File: config.mk
export PLATFORM = sky130hd
export DESIGN_NAME = token_slot_issuer_flat
export DESIGN_NICKNAME = d
export VERILOG_FILES = /design/src/rtl/definitions_pkg.sv /design/src/rtl/token_slot_issuer_if.sv /design/src/rtl/token_slot_issuer_lane_hold_buf.sv /design/src/rtl/token_slot_issuer.sv /design/src/flat_wrapper.sv
export SDC_FILE = /design/constraint.sdc
export NUM_CORES = 1
export LEC_CHECK = 0
export CAP_MARGIN = 20
export CORE_MARGIN = 3
export CORE_UTILIZATION = 50
export DETAILED_ROUTE_END_ITERATION = 12
export PLACE_DENSITY = 0.84
export SKIP_CTS_REPAIR_TIMING = 1
export SYNTH_ARGS = -nofsm -noshare
export SYNTH_HDL_FRONTEND = slang
export SYNTH_SLANG_ARGS = --single-unit
File: constraint.sdc
create_clock -name clock -period 3.93 [get_ports clock]
set_input_delay 0.9825 -clock clock [delete_from_list [all_inputs] [get_ports clock]]
set_output_delay 0.9825 -clock clock [all_outputs]
set_load 0.01 [all_outputs]
File: src/rtl/definitions_pkg.sv
// Shared definitions for the token counter and its consumers.
// Holds the token type, the issuer FSM states and the default lane count.
package definitions_pkg;

   localparam int TOKEN_W = 4;

   typedef logic [TOKEN_W-1:0] token_t;

   typedef enum logic [0:0] {
      SYNC = 1'b0,
      RUN  = 1'b1
   } issuer_state_e;

   localparam int ISSUER_NUM_LANES_DEFAULT = 8;

endpackage

File: src/rtl/token_slot_issuer_if.sv
// Lane request bus and issued-request output of the token slot issuer.
// The issuer sits on the slave modport; requesters and the sink sit on master.
interface token_slot_issuer_if
   import definitions_pkg::*;
#(
   parameter int NUM_LANES = ISSUER_NUM_LANES_DEFAULT,
   parameter int DATA_W    = 32
);
   localparam int LANE_W = (NUM_LANES > 1) ? $clog2(NUM_LANES) : 1;

   logic [NUM_LANES-1:0]             lane_valid;
   logic [NUM_LANES-1:0][DATA_W-1:0] lane_data;
   logic [NUM_LANES-1:0]             lane_ready;
   logic                             out_valid;
   logic [DATA_W-1:0]                out_data;
   logic [LANE_W-1:0]                out_lane;
   logic                             out_ready;

   modport master (
      output lane_valid, lane_data, out_ready,
      input  lane_ready, out_valid, out_data, out_lane
   );

   modport slave (
      input  lane_valid, lane_data, out_ready,
      output lane_ready, out_valid, out_data, out_lane
   );

endinterface

File: src/rtl/token_slot_issuer_lane_hold_buf.sv
// One-entry request holding register for a single lane.
// Clear wins over set; the issuer never clears and sets the same lane in one cycle.
module lane_hold_buf #(
   parameter int DATA_W = 32
) (
   input  logic              clock,
   input  logic              resetN,
   input  logic              set_en,
   input  logic              clr_en,
   input  logic [DATA_W-1:0] din,
   output logic              held,
   output logic [DATA_W-1:0] dout,
   output logic              ready
);
   logic              held_r;
   logic [DATA_W-1:0] data_r;

   // Hold flag and payload update
   always_ff @(posedge clock) begin
      if (!resetN) begin
         held_r <= 1'b0;
         data_r <= {DATA_W{1'b0}};
      end else if (clr_en) begin
         held_r <= 1'b0;
      end else if (set_en) begin
         held_r <= 1'b1;
         data_r <= din;
      end else begin
         held_r <= held_r;
      end
   end

   assign held  = held_r;
   assign dout  = data_r;
   assign ready = !held_r;

endmodule

File: src/rtl/token_slot_issuer.sv
// Issues the buffered request of the lane named by the rotating token onto a
// registered valid/ready output, counting slots lost to output back-pressure.
module token_slot_issuer
   import definitions_pkg::*;
#(
   parameter int NUM_LANES = ISSUER_NUM_LANES_DEFAULT,
   parameter int DATA_W    = 32,
   parameter int CNT_W     = 16
) (
   input  logic                 clock,
   input  logic                 resetN,
   input  logic                 token_set,
   input  token_t               max_token,
   input  token_t               token,
   token_slot_issuer_if.slave   bus,
   output logic                 busy,
   output logic [CNT_W-1:0]     lost_slots
);
   localparam int     LANE_W       = (NUM_LANES > 1) ? $clog2(NUM_LANES) : 1;
   localparam bit     ALL_IN_RANGE = (NUM_LANES >= (1 << $bits(token_t)));
   localparam token_t LANES_T      = token_t'(ALL_IN_RANGE ? 0 : NUM_LANES);

   logic [NUM_LANES-1:0] held_s;
   logic [NUM_LANES-1:0] ready_s;
   logic [NUM_LANES-1:0] set_s;
   logic [NUM_LANES-1:0] clr_s;
   logic [DATA_W-1:0]    buf_data_s [NUM_LANES];

   logic [LANE_W-1:0]    tok_idx_s;
   logic                 in_range_s;
   logic                 eligible_s;
   logic                 out_free_s;
   logic                 issue_s;
   logic                 lost_s;

   issuer_state_e        state_r;
   token_t               max_reg_r;
   logic                 out_valid_r;
   logic [DATA_W-1:0]    out_data_r;
   logic [LANE_W-1:0]    out_lane_r;
   logic [CNT_W-1:0]     lost_r;

   for (genvar g = 0; g < NUM_LANES; g++) begin : g_lane
      lane_hold_buf #(.DATA_W(DATA_W)) u_buf (
         .clock  (clock),
         .resetN (resetN),
         .set_en (set_s[g]),
         .clr_en (clr_s[g]),
         .din    (bus.lane_data[g]),
         .held   (held_s[g]),
         .dout   (buf_data_s[g]),
         .ready  (ready_s[g])
      );
   end

   assign set_s          = bus.lane_valid & ready_s;
   assign bus.lane_ready = ready_s;

   // Slot decode; the token is stale during the token_set cycle itself
   always_comb begin
      tok_idx_s  = LANE_W'(token);
      in_range_s = ALL_IN_RANGE || (token < LANES_T);
      eligible_s = 1'b0;
      if ((state_r == RUN) && !token_set && in_range_s && (token <= max_reg_r)) begin
         eligible_s = held_s[tok_idx_s];
      end else begin
         eligible_s = 1'b0;
      end
      out_free_s = !out_valid_r || bus.out_ready;
      issue_s    = eligible_s && out_free_s;
      lost_s     = eligible_s && !out_free_s;
      clr_s      = {NUM_LANES{1'b0}};
      if (issue_s) begin
         clr_s[tok_idx_s] = 1'b1;
      end else begin
         clr_s = {NUM_LANES{1'b0}};
      end
   end

   // Sync FSM and rotation limit
   always_ff @(posedge clock) begin
      if (!resetN) begin
         state_r   <= SYNC;
         max_reg_r <= '0;
      end else if (token_set) begin
         state_r   <= SYNC;
         max_reg_r <= max_token;
      end else begin
         case (state_r)
            SYNC:    state_r <= RUN;
            RUN:     state_r <= RUN;
            default: state_r <= SYNC;
         endcase
      end
   end

   // Output register; only reloads when the previous beat is gone
   always_ff @(posedge clock) begin
      if (!resetN) begin
         out_valid_r <= 1'b0;
         out_data_r  <= {DATA_W{1'b0}};
         out_lane_r  <= {LANE_W{1'b0}};
      end else if (issue_s) begin
         out_valid_r <= 1'b1;
         out_data_r  <= buf_data_s[tok_idx_s];
         out_lane_r  <= tok_idx_s;
      end else if (bus.out_ready) begin
         out_valid_r <= 1'b0;
      end else begin
         out_valid_r <= out_valid_r;
      end
   end

   // Saturating lost-slot counter
   always_ff @(posedge clock) begin
      if (!resetN) begin
         lost_r <= {CNT_W{1'b0}};
      end else if (lost_s && (lost_r != {CNT_W{1'b1}})) begin
         lost_r <= lost_r + CNT_W'(1);
      end else begin
         lost_r <= lost_r;
      end
   end

   assign bus.out_valid = out_valid_r;
   assign bus.out_data  = out_data_r;
   assign bus.out_lane  = out_lane_r;
   assign lost_slots    = lost_r;
   assign busy          = (|held_s) || out_valid_r;

endmodule

File: src/flat_wrapper.sv
// flat-port wrapper written by rule: the top's interface ports become plain ports
module token_slot_issuer_flat import definitions_pkg::*;
#(
   parameter int NUM_LANES = ISSUER_NUM_LANES_DEFAULT,
   parameter int DATA_W    = 32,
   parameter int CNT_W     = 16
)
  (clock, resetN, token_set, max_token, token, busy, lost_slots, bus_lane_valid, bus_lane_data, bus_out_ready, bus_lane_ready, bus_out_valid, bus_out_data, bus_out_lane);
  token_slot_issuer_if #(.NUM_LANES(NUM_LANES), .DATA_W(DATA_W)) bus_i ();
  input  logic clock;
  input  logic resetN;
  input  logic token_set;
  input  token_t max_token;
  input  token_t token;
  output logic busy;
  output logic [CNT_W-1:0] lost_slots;
  input wire logic [$bits(bus_i.lane_valid)-1:0] bus_lane_valid;
  input wire logic [$bits(bus_i.lane_data)-1:0] bus_lane_data;
  input wire logic [$bits(bus_i.out_ready)-1:0] bus_out_ready;
  output wire logic [$bits(bus_i.lane_ready)-1:0] bus_lane_ready;
  output wire logic [$bits(bus_i.out_valid)-1:0] bus_out_valid;
  output wire logic [$bits(bus_i.out_data)-1:0] bus_out_data;
  output wire logic [$bits(bus_i.out_lane)-1:0] bus_out_lane;
  assign bus_i.lane_valid = bus_lane_valid;
  assign bus_i.lane_data = bus_lane_data;
  assign bus_i.out_ready = bus_out_ready;
  assign bus_lane_ready = bus_i.lane_ready;
  assign bus_out_valid = bus_i.out_valid;
  assign bus_out_data = bus_i.out_data;
  assign bus_out_lane = bus_i.out_lane;
  token_slot_issuer #(.NUM_LANES(NUM_LANES), .DATA_W(DATA_W), .CNT_W(CNT_W)) u_core (.clock(clock), .resetN(resetN), .token_set(token_set), .max_token(max_token), .token(token), .bus(bus_i), .busy(busy), .lost_slots(lost_slots));
endmodule
* Word-level counts from Yosys, hierarchy flattened
Cells that the tools add are included.
Operators by class: bitwise operators 11, $mul 0, shift-type cells 0, reductions and logical operators 38, add/sub/neg operators 1, div/mod/pow operators 0, order comparisons 5, eq/ne operators 1, multiplexer cells 12
Operators with widths (count):
- binary-select mux 32 bit (select 3 bit) | 1
- two-way mux 32 bit | 2
- adder 16 x 1 -> 16 bit (second input constant) | 1
- inequality test 16 bit (second input constant) | 1
- AND reduction 2 bit | 8
- OR reduction 2 bit | 8
- zero test 1 bit | 11
- NOT 1 bit | 9
- bitwise AND 8 bit | 1
- two-way mux 8 bit | 1
- OR reduction 8 bit | 1
- logical AND 1 bit | 7
- two-way mux 1 bit | 6
- >= comparator 4 bit (second input constant) | 1
- <= comparator 4 bit | 1
- less-than comparator 3 x 4 -> 1 bit (second input constant) | 1
- less-than comparator 4 bit (second input constant) | 1
- NOT 3 -> 4 bit | 1
- binary-select mux 1 bit (select 3 bit) | 1
- demux 1 bit (select 3 bit) | 1
- >= comparator 3 x 1 -> 1 bit (second input constant) | 1
- logical OR 1 bit | 2
- nonzero test 2 bit | 1
Storage, ports and cells: memories 0, bits in latches 0, memory bits (writable) 0, bits in registers 321, word-level logic and storage cells 90, output and inout bits 61, memory bits (read-only) 0

* Logic depth before layout (Yosys ltp)
word-level depth 9, depth in mapped cells 13

* Cells and area by module
Synthesis repeated with hierarchy kept, for this count alone.
Unflattened totals: cell total of the unflattened synthesis 1547, area, all modules 15189.6 um^2
By module, submodules not included:
- lane_hold_buf | cells each 144, seq. area each 660.6 um^2, instances 8, area each 1357.6 um^2
- token_slot_issuer | cells each 395, seq. area each 1141.1 um^2, instances 1, area each 4329.2 um^2

* Least setup slack after synthesis
OpenSTA, ideal clock, no wires.
path kind input to register, start input port token[0], end register u_core.out_data_r[11], in the netlist u_core.bus.out_data[11], setup slack 0.642 ns, data arrival time 3.172 ns, stages on the path 12, path buffers 5, cell sequence buf_4 > buf_2 > inv_1 > buf_2 > buf_1 > ha_1 > nand4b_1 > and3_1 > o221ai_2 > buf_6 > or4_1 > o211a_1
Between the ends: cells in the longest elaborated chain, start to end 5, elaborated cells on any way between the ends 12, those cells by class order compare (2); mux (6); bitwise (1); reduce/logical (3)
RTL lines:
- start, declared | line flat_wrapper.sv:14 | input token_t token;
- less-than comparator 4 bit | line token_slot_issuer.sv:62 | in_range_s = ALL_IN_RANGE || (token < LANES_T);
- logical AND 1 bit (2 in series) | line token_slot_issuer.sv:64 | if ((state_r == RUN) && !token_set && in_range_s && (token <= max_reg_r)) begin
- two-way mux 1 bit | line token_slot_issuer.sv:64
- logical AND 1 bit | line token_slot_issuer.sv:70 | issue_s = eligible_s && out_free_s;
- end signal, assigned | line token_slot_issuer.sv:101 | out_data_r <= {DATA_W{1'b0}};
- end signal, assigned | line token_slot_issuer.sv:105 | out_data_r <= buf_data_s[tok_idx_s];
- end, declared | line token_slot_issuer.sv:39 | logic [DATA_W-1:0] out_data_r;
Several ways; a longest one is shown, not always the timed one. The select of a mux whose other input is x is not followed. A chain may end at the register's enable or synchronous reset.

* Worst setup path after layout
start register u_core.g_lane[1].u_buf.held_r, end output port busy
Between the ends: cells in the longest elaborated chain, start to end 2
RTL lines:
- start, declared | line token_slot_issuer_lane_hold_buf.sv:15 | logic held_r;
- start signal, assigned | line token_slot_issuer_lane_hold_buf.sv:29 | held_r <= held_r;
- OR reduction 8 bit | line token_slot_issuer.sv:129 | assign busy = (|held_s) || out_valid_r;
- logical OR 1 bit | line token_slot_issuer.sv:129
- end, declared | line flat_wrapper.sv:15 | output logic busy;
No other way between the ends.

==> flow_summary_export.csv <==
group,metric,value,unit
synthesis,synth_top_cell_by_area,"dfxtp_1",
worst_setup_path,required,2950,ps
sta,whs,454,ps
pwr,p_leak,7.06,nW
pwr,power,0.00809,W
pwr,p_per_area,436,mW/mm2
worst_hold_path,hold_class,"flop to flop",
worst_setup_path,path_buf_inv,1,
pwr,ir_drop,0.341,mV
synthesis,netlist.area_leader.share,46.7,%
clocking,cts-root-buf,"clkbuf_16",
sta,min_period,3030,ps
synthesis,synth_cells,1690,
synthesis,syn-cell-area,0.0138,mm2
clocking,path_clk_slew,60,ps
synthesis,synth_area_per_cell,8.14,um2
synthesis,yosysMostFrequentCell,"nand2_1",
detailed_routing,final_antenna_net_count,0,
global_routing,antenna_found_initial,9,
worst_setup_path,path_max_fanout,5,
worst_setup_path,slowest_delay,560,ps
worst_setup_path,crit_path_end_kind,"output pin",
global_routing,gr-total-overflow,0,
clocking,cts_max_level,2,
sta,slew_headroom,31.2,%
synthesis,synth_nets,1971,
clocking,cts_tree,"built",
floorplanning,fp.coreArea,0.0270,mm2
place,io_buffers,336,
layout,layout.cells.non_filler,2324,
sta,hold_viol,0,
worst_setup_path,path_cells,"nor3_1 -> nand4_1 -> clkdlybuf4s50_1",
sta,grt_setup_unrepaired,"false",
place,post-place-cells,2257,
floorplanning,row_count,60,
layout,finalNetCount,2233,
global_routing,first_global_vias,13804,
detailed_routing,drc_errors,0,
worst_setup_path,path_delay_family,"buffers and inverters",
detailed_routing,first_iter_violations,1726,
layout,syn_to_final_growth,34.7,%
floorplanning,start_util,50.9,%
place,dp_hpwl,35.7,mm
global_routing,grt_max_degree,124,
synthesis,async_flop_share,0,%
clocking,cts_buffers,34,
place,gp_congestion,0.928,
synthesis,yosys.area_share.simple,20.9,%
floorplanning,die_w,172,um
sta,max_freq,330,MHz
floorplanning,die_h,172,um
synthesis,synth-xor-area-share,0,%
synthesis,synth_top_family_by_area,"simple AND/OR/NAND/NOR gates",
synthesis,synth_compound_area_share,18.4,%
sta,setup_viol,0,
clocking,cts_sinks,321,
run_status,outcome,"finished, final reports clean",
detailed_routing,route.detailed.wl_per_inst,22.0,um
detailed_routing,via_per_inst,6.03,
layout,drive_gt1_share,8.05,%
synthesis,yosys.cell_types.count,57,
worst_setup_path,worst_ep_arrival_time,2050,ps
detailed_routing,dr_total_vias,14007,
sta,final.setup.tns,0,ps
detailed_routing,drt_pass1_iterations,8,
synthesis,synthTopCellsByCount,"nand2_1 (562), dfxtp_1 (321), a21oi_1 (289)",
floorplanning,dieArea,0.0296,mm2
run,drv_cap,0,
worst_setup_path,crit_slowest_cell,"clkdlybuf4s50_1",
synthesis,synthFlopType,"dfxtp_1",
sta,drv_slew,0,
floorplanning,ioPinCount,337,
synthesis,ys_top_cells_by_area,"dfxtp_1 (47%), nand2_1 (15%), a21oi_1 (11%), mux2i_1 (3.9%), mux4_2 (3.1%)",
synthesis,ys_seq_area_share,46.7,%
sta,final.period_utilization,77.2,%
sta,finClkSkew,22.4,ps
synthesis,ys_warn_count,0,
clocking,ctsLongestPathBuffers,3,
clocking,clk_latency,520,ps
sta,worstMarginPinSlew,1030,ps
synthesis,synthMuxAreaShare,8.35,%
layout,fillers,2114,
synthesis,post_synth_fa_ha_maj_area_fraction,0.455,%
synthesis,synth_edf_count,0,
global_routing,grt_usage,33.3,%
detailed_routing,routed_wl,51.1,mm
worst_setup_path,path_class,"flop to output pin",
global_routing,grt_pass1_wl,76.0,mm
worst_setup_path,startpoint_type,"flop",
synthesis,ys_seq_elements,321,
## cell type report
class                           count  area (um2)  area share (%)
Antenna cell                        8        20.0           0.108
Timing Repair Buffer              373        3650            19.7
Multi-Input combinational cell   1200        6690            36.1
Clock buffer                       50        1030            5.57
Clock inverter                      9         199            1.07
Tap cell                          341         427            2.30
Sequential cell                   321        6430            34.7
Inverter                           22        90.1           0.486
## logic make-up (layout without fill, tap and decap cells)
logic type      count (synthesis)  in the layout
simple gates                  682            682
other cells                     0              8
mux                            89             89
fa+ha+maj                       5              5
buf+inv                       169            454
flops                         321            321
compound gates                424            424
## layout by cell type, fill, tap and decap left out, drive strengths merged, types with 4 or more instances in the layout
cell type,instances
nand2,562
clkdlybuf4s50,332
dfxtp,321
a21oi,289
mux2i,53
clkbuf,50
buf,41
o21ai,32
nand3,25
inv,22
o211a,20
mux4,19
a22oi,18
mux2,17
nand4,15
nor2,15
nand2b,14
nor2b,12
a221o,9
a22o,9
nor4,9
diode,8
a221oi,7
o221ai,7
or4,6
bufinv,6
and2,5
a31oi,5
ha,5
nor3,5
a211oi,4
o2bb2ai,4
## per-stage QoR
stage	setup slack (ps)	util [%]	cell area, um2
2_1_floorplan	642	-	13800
3_3_place_gp	598	64.0	17300
3_5_place_dp	465	64.0	17300
4_1_cts	945	68.5	18500
5_1_grt	846	68.6	18500
6_report	897	68.6	18500
## per-layer routing
metal  GRT usage (%)  vias up  part of all wire, %
met5               0        -                0.053
met4            21.3        4                  7.3
met3            7.09      214                   10
met2            54.3      863                   46
met1            39.9     6617                   36
li1                -     6309                    -
## worst min-delay path, delay by kind of cell, from the launching register on
kind / cells / cell delay, ps
AND/OR/NAND/NOR: 1 / 50
flip-flops: 1 / 310
AO/OA/AOI/OAI: 1 / 50
## sequential cells by signal (all words and copies together) (netlist names)
signal / flops
u_core.state_r: 1
u_core.bus.out_data: 32
u_core.max_reg_r: 4
u_core.bus.out_valid: 1
u_core.bus.out_lane: 3
u_core.g_lane.u_buf.held: 8
u_core.lost_slots: 16
u_core.g_lane.u_buf.dout: 256
## final timing paths
path / start / endpoint / slack (ps) / depth (start not counted)
worst min register to register: u_core.g_lane[5].u_buf.dout[7] / u_core.g_lane[5].u_buf.dout[7] / 450 / 2
worst max-delay path: u_core.g_lane[1].u_buf.held / busy / 900 / 3
worst min-delay path: u_core.g_lane[5].u_buf.dout[7] / u_core.g_lane[5].u_buf.dout[7] / 450 / 2
worst max register to register: u_core.g_lane[1].u_buf.held / u_core.lost_slots[8] / 1360 / 6
## report_power, final
group | switching (W) | total (W) | internal [W]
Clock | 0.00132 | 0.00353 | 0.00221
Combinational | 0.000554 | 0.00104 | 0.000487
Sequential | 0.000104 | 0.00352 | 0.00342
No activity file was read; power rests on OpenSTA's default activity.
